===== src/rtl/arrow_shot_ctrl_if.sv =====
// Arrow controller bus: frame/fire/collision inputs and arrow position/visibility outputs.
// The controller connects to the slave modport; the stimulus side uses master.
interface arrow_shot_ctrl_if;
  logic        startOfFrame;
  logic        fireKey;
  logic [10:0] charX;
  logic        arrowHitTop;
  logic        arrowHitBubble;
  logic [10:0] arrowX;
  logic [10:0] arrowTopY;
  logic        arrowActive;
  logic        bubblePop;

  modport master (
    output startOfFrame, fireKey, charX, arrowHitTop, arrowHitBubble,
    input  arrowX, arrowTopY, arrowActive, bubblePop
  );

  modport slave (
    input  startOfFrame, fireKey, charX, arrowHitTop, arrowHitBubble,
    output arrowX, arrowTopY, arrowActive, bubblePop
  );
endinterface


===== src/rtl/arrow_shot_ctrl.sv =====
// Arrow flight controller: latches per-pixel collision pulses during the scan and
// steps the fire/fly/cooldown FSM once per frame on startOfFrame.
module arrow_shot_ctrl #(
  parameter int ARROW_SPEED     = 4,
  parameter int Y_START         = 400,
  parameter int X_OFFSET        = 16,
  parameter int COOLDOWN_FRAMES = 8
) (
  input  logic              clk,
  input  logic              resetN,
  arrow_shot_ctrl_if.slave  bus
);

  typedef enum logic [1:0] {IDLE, FLYING, COOLDOWN} state_e;

  localparam logic [10:0] YS  = 11'(Y_START);
  localparam logic [10:0] SPD = 11'(ARROW_SPEED);
  localparam logic [10:0] XO  = 11'(X_OFFSET);
  localparam int          CW  = (COOLDOWN_FRAMES > 1) ? $clog2(COOLDOWN_FRAMES) : 1;
  localparam logic [CW-1:0] CD_LAST = CW'(COOLDOWN_FRAMES - 1);

  state_e        state_q;
  logic [10:0]   arrowX_q, arrowTopY_q;
  logic          arrowActive_q, bubblePop_q;
  logic          fireReq_q, firePrev_q;
  logic          hitTopL_q, hitBubL_q;
  logic [CW-1:0] cdCnt_q;

  logic fireEdge, hitTop, hitBub;

  assign fireEdge = bus.fireKey & ~firePrev_q;
  // A pulse landing on the startOfFrame cycle still belongs to the closing frame.
  assign hitTop   = hitTopL_q | bus.arrowHitTop;
  assign hitBub   = hitBubL_q | bus.arrowHitBubble;

  always_ff @(posedge clk or negedge resetN) begin
    if (!resetN) begin
      state_q       <= IDLE;
      arrowX_q      <= '0;
      arrowTopY_q   <= YS;
      arrowActive_q <= 1'b0;
      bubblePop_q   <= 1'b0;
      fireReq_q     <= 1'b0;
      firePrev_q    <= 1'b0;
      hitTopL_q     <= 1'b0;
      hitBubL_q     <= 1'b0;
      cdCnt_q       <= '0;
    end else begin
      firePrev_q  <= bus.fireKey;
      bubblePop_q <= 1'b0;

      if (state_q == FLYING) begin
        if (bus.arrowHitTop)    hitTopL_q <= 1'b1;
        if (bus.arrowHitBubble) hitBubL_q <= 1'b1;
      end
      if (state_q == IDLE && fireEdge) fireReq_q <= 1'b1;

      if (bus.startOfFrame) begin
        hitTopL_q <= 1'b0;
        hitBubL_q <= 1'b0;
        case (state_q)
          IDLE: begin
            if (fireReq_q) begin
              state_q       <= FLYING;
              arrowActive_q <= 1'b1;
              arrowX_q      <= bus.charX + XO;
              arrowTopY_q   <= YS;
              fireReq_q     <= 1'b0;
            end
          end
          FLYING: begin
            if (hitBub || hitTop || arrowTopY_q == '0) begin
              state_q       <= COOLDOWN;
              arrowActive_q <= 1'b0;
              bubblePop_q   <= hitBub;
              arrowTopY_q   <= YS;
              cdCnt_q       <= '0;
            end else begin
              // Saturate rather than wrap when the tip is closer than one step to row 0.
              arrowTopY_q <= (arrowTopY_q >= SPD) ? arrowTopY_q - SPD : '0;
            end
          end
          COOLDOWN: begin
            if (cdCnt_q == CD_LAST) begin
              state_q <= IDLE;
              cdCnt_q <= '0;
            end else begin
              cdCnt_q <= cdCnt_q + CW'(1);
            end
          end
          default: state_q <= IDLE;
        endcase
      end
    end
  end

  assign bus.arrowX      = arrowX_q;
  assign bus.arrowTopY   = arrowTopY_q;
  assign bus.arrowActive = arrowActive_q;
  assign bus.bubblePop   = bubblePop_q;

endmodule


===== src/flat_wrapper.sv =====
// flat-port wrapper written by rule: the top's interface ports become plain ports
module arrow_shot_ctrl_flat 
#(
  parameter int ARROW_SPEED     = 4,
  parameter int Y_START         = 400,
  parameter int X_OFFSET        = 16,
  parameter int COOLDOWN_FRAMES = 8
)
  (clk, resetN, bus_startOfFrame, bus_fireKey, bus_charX, bus_arrowHitTop, bus_arrowHitBubble, bus_arrowX, bus_arrowTopY, bus_arrowActive, bus_bubblePop);
  arrow_shot_ctrl_if bus_i ();
  input  logic clk;
  input  logic resetN;
  input wire logic [$bits(bus_i.startOfFrame)-1:0] bus_startOfFrame;
  input wire logic [$bits(bus_i.fireKey)-1:0] bus_fireKey;
  input wire logic [$bits(bus_i.charX)-1:0] bus_charX;
  input wire logic [$bits(bus_i.arrowHitTop)-1:0] bus_arrowHitTop;
  input wire logic [$bits(bus_i.arrowHitBubble)-1:0] bus_arrowHitBubble;
  output wire logic [$bits(bus_i.arrowX)-1:0] bus_arrowX;
  output wire logic [$bits(bus_i.arrowTopY)-1:0] bus_arrowTopY;
  output wire logic [$bits(bus_i.arrowActive)-1:0] bus_arrowActive;
  output wire logic [$bits(bus_i.bubblePop)-1:0] bus_bubblePop;
  assign bus_i.startOfFrame = bus_startOfFrame;
  assign bus_i.fireKey = bus_fireKey;
  assign bus_i.charX = bus_charX;
  assign bus_i.arrowHitTop = bus_arrowHitTop;
  assign bus_i.arrowHitBubble = bus_arrowHitBubble;
  assign bus_arrowX = bus_i.arrowX;
  assign bus_arrowTopY = bus_i.arrowTopY;
  assign bus_arrowActive = bus_i.arrowActive;
  assign bus_bubblePop = bus_i.bubblePop;
  arrow_shot_ctrl #(.ARROW_SPEED(ARROW_SPEED), .Y_START(Y_START), .X_OFFSET(X_OFFSET), .COOLDOWN_FRAMES(COOLDOWN_FRAMES)) u_core (.clk(clk), .resetN(resetN), .bus(bus_i));
endmodule

===== config.mk =====
export PLATFORM = sky130hd
export DESIGN_NAME = arrow_shot_ctrl_flat
export DESIGN_NICKNAME = d
export VERILOG_FILES = /design/src/rtl/arrow_shot_ctrl_if.sv /design/src/rtl/arrow_shot_ctrl.sv /design/src/flat_wrapper.sv
export SDC_FILE = /design/constraint.sdc
export NUM_CORES = 1
export LEC_CHECK = 0
export ABC_CLOCK_PERIOD_IN_PS = 4500
export CAP_MARGIN = 25
export CORE_UTILIZATION = 35
export DETAILED_ROUTE_END_ITERATION = 8
export PLACE_DENSITY = 0.65
export SYNTH_ARGS = -nofsm -noshare
export SYNTH_HDL_FRONTEND = slang
export SYNTH_SLANG_ARGS = --single-unit

===== constraint.sdc =====
create_clock -name clk -period 4.5 [get_ports clk]
set_clock_uncertainty 0.1 [all_clocks]
set_input_delay 0.9 -clock clk [delete_from_list [all_inputs] [get_ports clk]]
set_output_delay 0.9 -clock clk [all_outputs]
set_load 0.05 [all_outputs]

======== Word-level counts from Yosys, hierarchy flattened ========
Index checks and enable logic that the tools add are counted.
storage, ports and cells
  flip-flop bits (word level) ............. 33
  input port bits ......................... 17
  output and inout bits ................... 24
  logic and storage cells ................. 68
cells by class
  add/subtract/negate cells ............... 3
  magnitude comparators ................... 1
  equal/unequal tests ..................... 6
  multiplexer cells ....................... 27
  bitwise logic cells ..................... 4
  reductions and logical operators ........ 17
operator list
  operator                                                             number
  two-way mux 11 bit                                                   3
  case mux 11 bit (2 select lines)                                     1
  two-way mux 1 bit                                                    15
  adder 11 x 5 -> 11 bit (second input constant)                       1
  greater-or-equal comparator 11 x 3 -> 1 bit (second input constant)  1
  logical NOT 11 bit                                                   1
  subtractor 11 x 3 -> 11 bit (second input constant)                  1
  nonzero test 2 bit                                                   5
  AND reduction 3 bit                                                  3
  AND reduction 4 bit                                                  2
  two-way mux 2 bit                                                    3
  two-way mux 3 bit                                                    2
  case mux 2 bit (3 select lines)                                      1
  case mux 3 bit (2 select lines)                                      1
  != test 2 x 1 -> 1 bit (second input constant)                       2
  AND reduction 2 bit                                                  2
  adder 3 x 1 -> 3 bit (second input constant)                         1
  == test 3 bit (second input constant)                                1
  == test 2 x 1 -> 1 bit (second input constant)                       1
  == test 2 bit (second input constant)                                1
  logical NOT 2 bit                                                    1
  logical OR 1 bit                                                     2
  != test 2 bit (second input constant)                                1
  OR 1 bit                                                             2
  4 further kinds                                                      4

======== Depth between registers and ports, before layout ========
  depth in word-level cells ............... 7
  mapped depth ............................ 7
  gate-level depth less buffers ........... 6

======== Least setup slack after synthesis ========
No wires, ideal clock.
  path type ............................... reg2reg
  start point ............................. register u_core.arrowTopY_q[3], in the netlist u_core.bus.arrowTopY[3]
  end point ............................... register u_core.cdCnt_q[1]
  data arrival time ....................... 1.894 ns
  data required time ...................... 4.276 ns
  path slack .............................. 2.382 ns
  stages on the path, launching flop included .. 7
  clock period less this slack ............ 2.118 ns
  path through ............................ dfrtp_1 > inv_1 > ha_1 > or4b_4 > o211ai_4 > nand3_2 > o2bb2ai_1
between the ends
  cells in the longest elaborated chain, start to end .. 4
ends and longest elaborated chain
  what                                  line                   RTL
  start: declaration                    arrow_shot_ctrl.sv:23  logic [10:0] arrowX_q, arrowTopY_q;
  start signal: assignment              arrow_shot_ctrl.sv:80  arrowTopY_q <= (arrowTopY_q >= SPD) ? arrowTopY_q - SPD : '0;
  logical NOT 11 bit                    arrow_shot_ctrl.sv:72  if (hitBub || hitTop || arrowTopY_q == '0) begin
  logical OR 1 bit                      arrow_shot_ctrl.sv:72
  != test 2 bit (no source line)        -
  AND reduction 3 bit (no source line)  -
  end signal: assignment                arrow_shot_ctrl.sv:88  cdCnt_q <= cdCnt_q + CW'(1);
  end: declaration                      arrow_shot_ctrl.sv:27  logic [CW-1:0] cdCnt_q;
Every way passes these cells.
A chain may end at the register's enable or synchronous reset.

======== Worst setup path in the final report ========
  start point ............................. register u_core.arrowTopY_q[8], in the netlist u_core.bus.arrowTopY[8]
  end point ............................... output port bus_arrowTopY[8]
RTL lines
  what              line                RTL
  end: declaration  flat_wrapper.sv:19  output wire logic [$bits(bus_i.arrowTopY)-1:0] bus_arrowTopY;
No word-level cell between the ends.

==> run_results.csv <==
group,metric,value,unit
synthesis,ys_seq_area_frac,0.487,
synthesis,synth_edf_count,0,
clocking,cts_buffers,5,
die,core,4380,sq um
synthesis,synth.distinct_cells,46,
setup_path,crit_arrival,1.72,ns
clocking,clockRootBuffer,"clkbuf_8",
sta,final_hold_viol_count,0,
die,io-pin-count,41,
clocking,cts.sinks,31,
setup_path,cp.required,3.50,ns
final_layout,layout_common_cells,"clkdlybuf4s50_1 (38), dfrtp_1 (28), nor2_1 (17), nand2_1 (12), a21oi_1 (10)",
die,die-height,69.6,um
grt,grt_max_degree,21,
routing,drt_wl_total,3530,um
final_layout,drive_gt1_frac,0.107,
synthesis,synth_compound_gate_area_share,0.170,
setup_path,worstPathCellList,"clkdlybuf4s50_1",
final_layout,insertedDiodeCount,0,
synthesis,synth_mux_area_frac,0.0352,
routing,wl_per_cell,14.2,um
placement,post-place-ws,1.57,ns
grt,track_usage,0.158,
clocking,htreeDepth,2,
synthesis,syn_avg_cell_area,10.3,sq um
synthesis,ys_warn_count,0,
setup_path,cp-start-kind,"flip-flop",
clocking,cts_tree,"yes",
clocking,clk_pin_slew,0.06,ns
synthesis,synth_top_cell_by_area,"dfrtp_1",
routing,routed_via_density,5.33,
power,ir_worst_vdd,0.000392,V
placement,io_buffers,38,
worst_hold_path,hold_path_class,"flip-flop to flip-flop",
routing,first_iter_violations,89,
sta,slew_viol_final,0,
setup_path,critPathKind,"flip-flop to output port",
sta,fin_crit_sh,0.605,
synthesis,synthCells,155,
die,die_w,69.6,um
die,start_util,0.365,
setup_path,critPathBufInv,1,
placement,place.gp.congestion,0.779,
final_layout,nets,218,
clocking,holdBufCountCts,0,
final_layout,area_delta_synth_final,33.1,%
sta,period_needed,2.72,ns
sta,maxSlewHeadroom,0.273,
die,die-area,4840,sq um
final_layout,final_area,2130,sq um
clocking,clock_latency,0.28,ns
routing,ant_nets,0,
grt,antenna_found_initial,0,
synthesis,synth_top_area_share,0.438,
synthesis,syn_area,1600,sq um
synthesis,yosys.area_share.simple,0.188,
clocking,cts_buffer_depth,2,
routing,drc,0,
synthesis,synth_area_leaders,"dfrtp_1 (44%), dfstp_2 (4.9%), ha_1 (4.7%), nor2_1 (4.0%), mux2_1 (3.5%)",
setup_path,crit_family,"buffers and inverters",
grt,grt.overflow.total,0,
setup_path,cp-end-kind,"output port",
placement,dp_hpwl,2580,um
sta,setup_violations,0,
status,status,"complete, no violations",
grt,first_global_vias,1260,
grt,grt_pass1_wl,5940,um
placement,place_area,2020,sq um
power,power_leakage,0.880,nW
setup_path,cp_slowest_stage_delay,0.83,ns
clocking,cts_resized,0,
sta,finalSetupTns,0,ns
synthesis,synthAdderAreaFrac,0.0469,
setup_path,slowest_stage,"clkdlybuf4s50_1",
synthesis,synth_xor_area_frac,0.0274,
routing,num_vias,1323,
synthesis,synth_flop_cell,"dfrtp_1",
synthesis,async_reset_ff_frac,1.00,
setup_path,crit_fanout,8,
power,power.density,691,nW/um^2
sta,rsz0062_at_grt,"no",
clocking,post_cts_buffers,0,
sta,worst_slew_pin_slew,1.09,ns
synthesis,synth_top_family_by_area,"simple AND/OR/NAND/NOR gates",
die,num_rows,24,
job,maxCapViolations,0,
final_layout,layout_commonest_cell,"clkdlybuf4s50_1",
sta,max_freq,368,MHz
sta,fin_ws,1.78,ns
synthesis,ys_ff_latch,31,
routing,drt_first_pass_iters,4,
flip-flops by register name, indices dropped and copies added (netlist names):
| register | count |
|---|---|
| u_core.bus.bubblePop | 1 |
| u_core.fireReq_q | 1 |
| u_core.hitTopL_q | 1 |
| u_core.bus.arrowX | 11 |
| u_core.bus.arrowTopY | 9 |
| u_core.state_q | 2 |
| u_core.firePrev_q | 1 |
| u_core.bus.arrowActive | 1 |
| u_core.hitBubL_q | 1 |
| u_core.cdCnt_q | 3 |
tightest hold or removal path, delay by kind of cell, from the launching register on:
family | cells | cell delay, ns
simple gates | 1 | 0.04
flops | 1 | 0.34
compound gates | 1 | 0.06
final timing paths:
check                                        start                       to  slack, ns  depth (start not counted)
hold reg to reg               u_core.bus.arrowX[4]     u_core.bus.arrowX[4]       0.38                          2
setup / recovery           u_core.bus.arrowTopY[8]         bus_arrowTopY[8]       1.78                          1
setup reg to reg           u_core.bus.arrowTopY[2]        u_core.cdCnt_q[0]       2.38                          6
max in group asynchronous                   resetN  u_core.bus.arrowTopY[8]       3.04                          2
hold / removal                u_core.bus.arrowX[4]     u_core.bus.arrowX[4]       0.38                          2
min in group asynchronous                   resetN     u_core.bus.arrowX[2]       0.76                          1
kinds of logic after synthesis:
family,after synthesis
compound gates,38
flops,31
mux,5
xor+xnor,5
fa+ha+maj,6
other cells,1
simple gates,55
buf+inv,14
through the flow:
step | hold WS [ns] | utilization | std cells | total power [W]
3_3_place_gp | 0.364 | 0.458 | 239 | 0.00121
2_1_floorplan | 0.382 | - | 156 | 0.000997
6_report | 0.380 | 0.485 | 248 | 0.00147
4_1_cts | 0.388 | 0.485 | 248 | 0.00148
5_1_grt | 0.405 | 0.485 | 248 | 0.00156
3_5_place_dp | 0.372 | 0.462 | 240 | 0.00123
area by class of cell:
class                      instances  area, sq um
fill                             406         2260
clock inverter                     1         7.51
sequential                        31          779
multi-input combinational        111          754
inverter                           6         22.5
clock buffer                       7         96.3
tap                               52         65.1
timing repair buffer              40          403
synthesized netlist by cell type, types with 2 or more instances:
cell	n
a21oi_1	10
a31oi_1	3
a32o_1	2
and3_1	3
buf_2	4
buf_4	3
dfrtp_1	28
dfstp_2	3
ha_1	6
inv_1	5
mux2_1	5
nand2_1	12
nand3_1	5
nor2_1	17
nor3_1	5
o211ai_1	4
o21ai_0	4
o2bb2ai_1	3
o31ai_1	3
xnor2_1	3
xor2_1	2
power by group:
group	switching, W	total (W)	internal, W	leakage (nW)
Combinational	0.000467	0.000733	0.000266	0.451
Sequential	0.000106	0.000497	0.000391	0.378
Clock	0.000103	0.000242	0.000139	0.0505
Total	0.000676	0.00147	0.000796	0.880
per-layer routing:
metal / wire length, um / vias up / track usage / share of wire
met4: 95 / 0 / 0.0862 / 0.027
met3: 160 / 11 / 0.0509 / 0.045
li1: - / 640 / - / -
met1: 1580 / 636 / 0.199 / 0.45
met5: 0 / - / 0 / 0
met2: 1690 / 36 / 0.239 / 0.48
Power figures use the tool's default switching activity.
